**src/rtl/scan_val_pkg.sv**
```systemverilog
`default_nettype none
// ============================================================================
//  Module   : scan_val_pkg
//  Purpose  : Shared types and constants for the scan_validator wrapper.
//             - scan_state_e : validation FSM state encoding
//             - DONE_OFS / TIMEOUT_OFS : positions of the status flags in the
//               captured result, counted upward from the data MSB
//               (DONE_BIT = OUT_W, TIMEOUT_BIT = OUT_W+1).
//  Revision : 1.0  initial release
// ============================================================================
package scan_val_pkg;

    typedef enum logic [2:0] {
        S_IDLE    = 3'd0,
        S_LOAD    = 3'd1,
        S_RUN     = 3'd2,
        S_CAPTURE = 3'd3,
        S_HOLD    = 3'd4,
        S_UNLOAD  = 3'd5
    } scan_state_e;

    // Flag positions above the data MSB (OUT_W-1) inside the output chain.
    localparam int DONE_OFS    = 1;
    localparam int TIMEOUT_OFS = 2;

endpackage : scan_val_pkg
`default_nettype wire

```
**src/rtl/scan_misr.sv**
```systemverilog
`default_nettype none
// ============================================================================
//  Module   : scan_misr
//  Purpose  : W-bit multiple-input signature register. Rotates left by one
//             and XORs in the data word on every enabled cycle.
//  Ports    : clk    - clock
//             rst    - asynchronous reset, active-low
//             clr_i  - synchronous clear (wins over en_i)
//             en_i   - update enable
//             data_i - word folded into the signature
//             sig_o  - current signature
//  Revision : 1.0  initial release
// ============================================================================
module scan_misr #(
    parameter int W = 32
) (
    input  logic         clk,
    input  logic         rst,
    input  logic         clr_i,
    input  logic         en_i,
    input  logic [W-1:0] data_i,
    output logic [W-1:0] sig_o
);

    logic [W-1:0] sig_q;

    always_ff @(posedge clk or negedge rst) begin
        if (!rst) begin
            sig_q <= '0;
        end else if (clr_i) begin
            sig_q <= '0;
        end else if (en_i) begin
            sig_q <= {sig_q[W-2:0], sig_q[W-1]} ^ data_i;
        end
    end

    assign sig_o = sig_q;

endmodule : scan_misr
`default_nettype wire

```
**src/rtl/scan_validator.sv**
```systemverilog
`default_nettype none
// ============================================================================
//  Module   : scan_validator
//  Purpose  : Scan-based validation wrapper between chip pins and a cipher
//             core. In IDLE the core is wired straight through to the pins.
//             In validation mode a stimulus vector is shifted in, applied to
//             the core for a bounded number of cycles (or until core_done),
//             and the result plus status flags are shifted back out.
//  Ports    : clk, rst (async, active-low)
//             begin_validate - validation enable (level; low aborts)
//             scan_en/scan_in/scan_out - serial chain, MSB first
//             run_cycles     - run timeout, 0 = wait for core_done forever
//             func_in/core_in, core_out/core_done, func_out/func_done
//             val_busy (LOAD/RUN), val_ready (HOLD)
//  Config   : SCAN_MISR_EN - capture an OUT_W-bit MISR signature of core_out
//             over the run instead of the final core_out word.
//  Revision : 1.0  initial release
// ============================================================================
module scan_validator
    import scan_val_pkg::*;
#(
    parameter int              IN_W       = 168,
    parameter int              OUT_W      = 32,
    parameter int              CNT_W      = 16,
    parameter logic [IN_W-1:0] PULSE_MASK = {3'b111, {(IN_W-3){1'b0}}}
) (
    input  logic             clk,
    input  logic             rst,
    input  logic             begin_validate,
    input  logic             scan_en,
    input  logic             scan_in,
    output logic             scan_out,
    input  logic [CNT_W-1:0] run_cycles,
    input  logic [IN_W-1:0]  func_in,
    output logic [IN_W-1:0]  core_in,
    input  logic [OUT_W-1:0] core_out,
    input  logic             core_done,
    output logic [OUT_W-1:0] func_out,
    output logic             func_done,
    output logic             val_busy,
    output logic             val_ready
);

    localparam int BC_W = $clog2(IN_W + 1);
    localparam int UC_W = $clog2(OUT_W + 3);
    localparam int OR_W = OUT_W + 2;

    localparam logic [BC_W-1:0] c_LAST_IN_BIT  = BC_W'(IN_W - 1);
    localparam logic [UC_W-1:0] c_LAST_OUT_BIT = UC_W'(OR_W - 1);
    localparam int              c_DONE_BIT     = OUT_W - 1 + DONE_OFS;
    localparam int              c_TMO_BIT      = OUT_W - 1 + TIMEOUT_OFS;

    scan_state_e       state_q, state_d;
    logic [IN_W-1:0]   in_reg_q;
    logic [BC_W-1:0]   bitcnt_q;
    logic [CNT_W-1:0]  run_cnt_q;
    logic [CNT_W-1:0]  run_lim_q;
    logic              first_q;
    logic [OR_W-1:0]   out_reg_q;
    logic [UC_W-1:0]   ucnt_q;
    logic              val_busy_q;
    logic              val_ready_q;

    logic              w_abort;
    logic              w_load_last;
    logic              w_run_tmo;
    logic              w_unload_last;
    logic [OUT_W-1:0]  w_cap_data;

    // Any non-IDLE state falls back to IDLE as soon as the enable drops.
    assign w_abort       = (state_q != S_IDLE) && !begin_validate;
    assign w_load_last   = scan_en && (bitcnt_q == c_LAST_IN_BIT);
    assign w_run_tmo     = (run_lim_q != '0) &&
                           (run_cnt_q == run_lim_q - CNT_W'(1));
    // The HOLD cycle already performs shift #1, so UNLOAD ends on the
    // shift where the counter reads OR_W-1.
    assign w_unload_last = scan_en && (ucnt_q == c_LAST_OUT_BIT);

`ifdef SCAN_MISR_EN
    logic [OUT_W-1:0] w_misr_sig;
    logic             w_misr_clr;
    logic             w_misr_en;

    // Cleared on the LOAD->RUN transition so the first RUN cycle folds
    // into a zero signature.
    assign w_misr_clr = (state_q == S_LOAD) && begin_validate && w_load_last;
    assign w_misr_en  = (state_q == S_RUN);

    scan_misr #(
        .W (OUT_W)
    ) u_misr (
        .clk    (clk),
        .rst    (rst),
        .clr_i  (w_misr_clr),
        .en_i   (w_misr_en),
        .data_i (core_out),
        .sig_o  (w_misr_sig)
    );

    assign w_cap_data = w_misr_sig;
`else
    assign w_cap_data = core_out;
`endif

    // ------------------------------------------------------------------
    // Next-state decode
    // ------------------------------------------------------------------
    always_comb begin
        state_d = state_q;
        if (w_abort) begin
            state_d = S_IDLE;
        end else begin
            case (state_q)
                S_IDLE:    if (begin_validate)          state_d = S_LOAD;
                S_LOAD:    if (w_load_last)             state_d = S_RUN;
                // core_done and timeout share the same exit; the flag
                // captured in CAPTURE records which one it was.
                S_RUN:     if (core_done || w_run_tmo)  state_d = S_CAPTURE;
                S_CAPTURE:                              state_d = S_HOLD;
                S_HOLD:    if (scan_en)                 state_d = S_UNLOAD;
                S_UNLOAD:  if (w_unload_last)           state_d = S_HOLD;
                default:                                state_d = S_IDLE;
            endcase
        end
    end

    // ------------------------------------------------------------------
    // State, datapath and registered status outputs
    // ------------------------------------------------------------------
    always_ff @(posedge clk or negedge rst) begin
        if (!rst) begin
            state_q     <= S_IDLE;
            in_reg_q    <= '0;
            bitcnt_q    <= '0;
            run_cnt_q   <= '0;
            run_lim_q   <= '0;
            first_q     <= 1'b0;
            out_reg_q   <= '0;
            ucnt_q      <= '0;
            val_busy_q  <= 1'b0;
            val_ready_q <= 1'b0;
        end else begin
            state_q     <= state_d;
            val_busy_q  <= (state_d == S_LOAD) || (state_d == S_RUN);
            val_ready_q <= (state_d == S_HOLD);

            if (w_abort) begin
                in_reg_q  <= '0;
                out_reg_q <= '0;
                bitcnt_q  <= '0;
                run_cnt_q <= '0;
                first_q   <= 1'b0;
                ucnt_q    <= '0;
            end else begin
                case (state_q)
                    S_IDLE: begin
                        if (begin_validate) begin
                            in_reg_q <= '0;
                            bitcnt_q <= '0;
                        end
                    end
                    S_LOAD: begin
                        if (scan_en) begin
                            in_reg_q <= {in_reg_q[IN_W-2:0], scan_in};
                            bitcnt_q <= bitcnt_q + BC_W'(1);
                            if (w_load_last) begin
                                run_lim_q <= run_cycles;
                                run_cnt_q <= '0;
                                first_q   <= 1'b1;
                            end
                        end
                    end
                    S_RUN: begin
                        run_cnt_q <= run_cnt_q + CNT_W'(1);
                        first_q   <= 1'b0;
                    end
                    S_CAPTURE: begin
                        out_reg_q[OUT_W-1:0]  <= w_cap_data;
                        out_reg_q[c_DONE_BIT] <= core_done;
                        out_reg_q[c_TMO_BIT]  <= ~core_done;
                    end
                    S_HOLD: begin
                        if (scan_en) begin
                            out_reg_q <= {out_reg_q[OR_W-2:0], 1'b0};
                            ucnt_q    <= UC_W'(1);
                        end
                    end
                    S_UNLOAD: begin
                        if (scan_en) begin
                            out_reg_q <= {out_reg_q[OR_W-2:0], 1'b0};
                            ucnt_q    <= ucnt_q + UC_W'(1);
                        end
                    end
                    default: begin
                        in_reg_q <= '0;
                    end
                endcase
            end
        end
    end

    // ------------------------------------------------------------------
    // Output muxing
    // ------------------------------------------------------------------
    always_comb begin
        core_in = '0;
        case (state_q)
            S_IDLE:    core_in = func_in;
            // Strobe bits only survive the first RUN cycle.
            S_RUN:     core_in = in_reg_q & ~(PULSE_MASK & {IN_W{~first_q}});
            S_CAPTURE: core_in = in_reg_q & ~PULSE_MASK;
            default:   core_in = '0;
        endcase
    end

    assign func_out  = (state_q == S_IDLE) ? core_out  : '0;
    assign func_done = (state_q == S_IDLE) ? core_done : 1'b0;

    // The HOLD->UNLOAD cycle already presents the first result bit.
    assign scan_out  = ((state_q == S_HOLD) || (state_q == S_UNLOAD)) && scan_en
                       ? out_reg_q[OR_W-1] : 1'b0;

    assign val_busy  = val_busy_q;
    assign val_ready = val_ready_q;

endmodule : scan_validator
`default_nettype wire

```
**config.mk**
```make
export PLATFORM = sky130hd
export DESIGN_NAME = scan_validator
export DESIGN_NICKNAME = d
export VERILOG_FILES = /design/src/rtl/scan_val_pkg.sv /design/src/rtl/scan_misr.sv /design/src/rtl/scan_validator.sv
export SDC_FILE = /design/constraint.sdc
export NUM_CORES = 1
export LEC_CHECK = 0
export BUFFER_PORTS_ARGS = -buffer_cell sky130_fd_sc_hd__buf_2
export CORE_MARGIN = 3
export CORE_UTILIZATION = 47
export DETAILED_ROUTE_END_ITERATION = 10
export PLACE_DENSITY = 0.8
export SLEW_MARGIN = 30
export SYNTH_ARGS = -nofsm -noshare
export SYNTH_HDL_FRONTEND = slang
export SYNTH_SLANG_ARGS = --single-unit
export TNS_END_PERCENT = 10
```
**constraint.sdc**
```tcl
create_clock -name clk -period 2.35 [get_ports clk]
set_input_delay 0.1175 -clock clk [delete_from_list [all_inputs] [get_ports clk]]
set_output_delay 0.1175 -clock clk [all_outputs]
set_load 0.005 [all_outputs]
```
==> metrics.txt <==
reg2reg path depth 6; Placed Cells 2219; Port Buf Inserts 425; # H-tree levels 1; Gate Count Post-Synth 1491; max_cap viols 0; crit share post-route 97.9%; number of synthesized flops with an enable pin 0; fill count 2194; mean post-synth cell area 8.81 sq um; CTS buffer count 28; TritonCTS Sinks 254; DP HPWL 27500 microns; register area share after synthesis 48.4%; met1 usage 34.6%; first-pass GRT wire length 66200 microns; VDD IR-drop max 0.416 mV; share of layout cells above drive strength 1 29.9%; vias in the first global route 12695; Via density 5.55; crit path DAT 2.18 ns; Worst Path Required 2.23 ns; PwrDens 617 mW/mm^2; endpoints failing setup 0; DR WL/cell 18.3 microns; Reg area 0.00636 sq mm; core area 0.0272 sq mm; post-synthesis cell type count 52; die area 0.0300 sq mm; clk root buf clkbuf_16; CTS tree done; total grt overflow 0; fin crit period 2.30 ns; R2R Setup Slk 0.07 ns; Worst-Skew Late Latency 0.54 ns; Slew HR 51.8%; Detail Route Antenna Nets 0; net count reported at finish 2181; crit path kind flop to primary output; leakage 0.00891 uW; Layout Utilization 66.2%; Max clock buf depth 3; initial antenna violation count 4; met3 Track Usage GR 4.57%; largest net degree at the start of global routing 86; Rows 60; setup slack after layout 0.0492 ns; GR peak layer met2; Worst Skew 0.0140 ns; Critical path origin state_q[2]; final hold violations 0; Layout Cells excl Fill 2350; Placer Congestion 0.884; Synth Cell Area 0.0131 sq mm; Die Y 173 microns; post-route cell area 0.0180 sq mm; WL final 43000 microns; pre-CTS setup slack -0.0726 ns; RSZ-0062 raised after global routing true; Min-Delay Path Class input pin to flop; Multi-input gate area 0.00634 sq mm; worst-path maximum fanout 12; Tot Pwr 11100 uW; vias 13041; FMAX 0.435 GHz; Remaining DRCs 0; Ys Warns 0; routing usage on met2 45.8%; layout overhead on the synthesized area 37.1%; clk slew on worst S/H paths 0.06 ns; initial DRC count 1272; worst setup path endpoint core_in[97]; crit end category primary output; Slew @ Worst Pin 0.724 ns; Max Transition Viols Final 0; drt pass-1 iters 5; register bit total from synthesis 254; Die Width 173 microns; crit start category flop; Initial Util 48.3%; dpl cell area 0.0159 sq mm; Post-synth ARST share 100%; GRT Total Usage 26.7%; Ports 426; worst reg2reg path startpoint run_lim_q[0]; most common flop cell mapped by yosys dfrtp_1; Worst R2R End state_q[0]; status complete, no violations; post-synthesis net count 1718
-- final cells by class --
type	count	share of cell area, %
inverter	6	0.125
sequential	254	35.3
clock buffer	37	4.36
clock inverter	15	1.44
tap	372	2.59
antenna	2	0.0278
multi-input combinational	1105	35.2
timing repair buffer	559	20.9
-- critical path: stages, from the launching register on --
cell       delay [ns]
dfrtp_2          0.48
buf_12           0.15
nor3_4           0.21
buf_6            0.19
buf_12           0.14
clkbuf_16        0.18
a22o_1           0.15
buf_2            0.11
-- sequential cells by signal, summed over array words and instances (netlist names) --
name	flops
bitcnt_q	8
run_cnt_q	16
state_q	3
val_ready	1
in_reg_q	168
first_q	1
val_busy	1
run_lim_q	16
ucnt_q	6
out_reg_q	34
-- synthesized netlist by cell type (all sizes together) (8+ instances only) --
master    n  area [sq um]
dfrtp   254          6360
nor4      8          56.3
clkbuf   99           372
nand3    19          95.1
buf      27           121
nor2     33           124
mux2     14           158
xnor2    13           114
xor2     14           123
a21oi    14          70.1
mux2i    32           320
nand4    10          62.6
o21ai   248          1240
nand2   401          1510
o31ai    10          75.1
and2     39           244
nor3      8          40.0
a22o    165          1450
and3     10          62.6
-- placed cells by master, fill, tap and decap left out, types with 3 or more instances in the layout --
cell type and n:
buf_16 5, buf_6 3, xor2_1 14, nor2b_1 5
buf_4 48, dfrtp_2 4, mux2_2 14, dfrtp_1 250
nand2b_1 5, o21ai_0 245, a22o_1 165, or3_1 6
buf_12 19, a21boi_0 3, inv_1 4, o211ai_1 5
nor4_1 6, and2_1 39, or2_2 4, and3_1 10
clkbuf_1 5, a31oi_1 5, dlygate4sd3_1 52, a21oi_1 13
bufinv_16 7, mux2i_1 32, ha_1 5, clkbuf_8 3
nor3_1 6, clkbuf_16 34, buf_2 424, o31ai_1 10
nand2_1 401, nor2_1 32, xnor2_1 13, clkinv_2 5
nand3_1 19, nand4_1 10
-- where the power goes --
group / leakage [uW] / total, uW / switching [uW] / internal (uW)
sequential: 0.00353 / 4400 / 18.9 / 4390
clock: 0.000508 / 4920 / 1800 / 3120
combinational: 0.00488 / 1780 / 944 / 833
total: 0.00891 / 11100 / 2770 / 8340
-- how the worst min path moves through the flow --
stage              startpoint             to  slack (ns)  depth (start not counted)
2_1_floorplan             rst    bitcnt_q[0]       -0.18                          0
3_3_place_gp              rst  in_reg_q[167]        0.18                          1
3_5_place_dp              rst  in_reg_q[167]        0.19                          1
4_1_cts        begin_validate      ucnt_q[0]       0.005                          3
5_1_grt        begin_validate      ucnt_q[0]        0.06                          3
6_report       begin_validate      ucnt_q[0]        0.06                          3
-- stage by stage --
step	hold slack, ns	setup TNS [ns]
after floorplan	-0.178	0
after global placement	0.178	0
after detailed placement	0.188	-0.137
after CTS	0.00499	-1.77
after global routing	0.0580	-0.370
final	0.0586	0
-- cell families after synthesis --
logic type / share of synthesized area [%]
fa+ha+maj: 0.476
simple gates: 18.5
buf+inv: 3.93
compound gates: 23.3
mux: 3.64
flops: 48.4
xor+xnor: 1.80
-- routing by layer --
layer  vias to the layer above  share of wire, %  wire length (microns)
li1                       6162                 -                      -
met1                      6261                40                  17300
met2                       527                50                  21600
met3                        87               7.0                   3000
met4                         4               2.5                   1050
met5                         -             0.049                     21
-- timing repair --
action	4_1_cts	5_1_grt
pin swaps	3	9
hold buffers	52	0
resized for setup	6	18
buffers inserted	8	9
hold endpoints to repair	130	0
setup endpoints to repair	183	171
gates cloned	4	5
(Power assumes the default switching activity.)
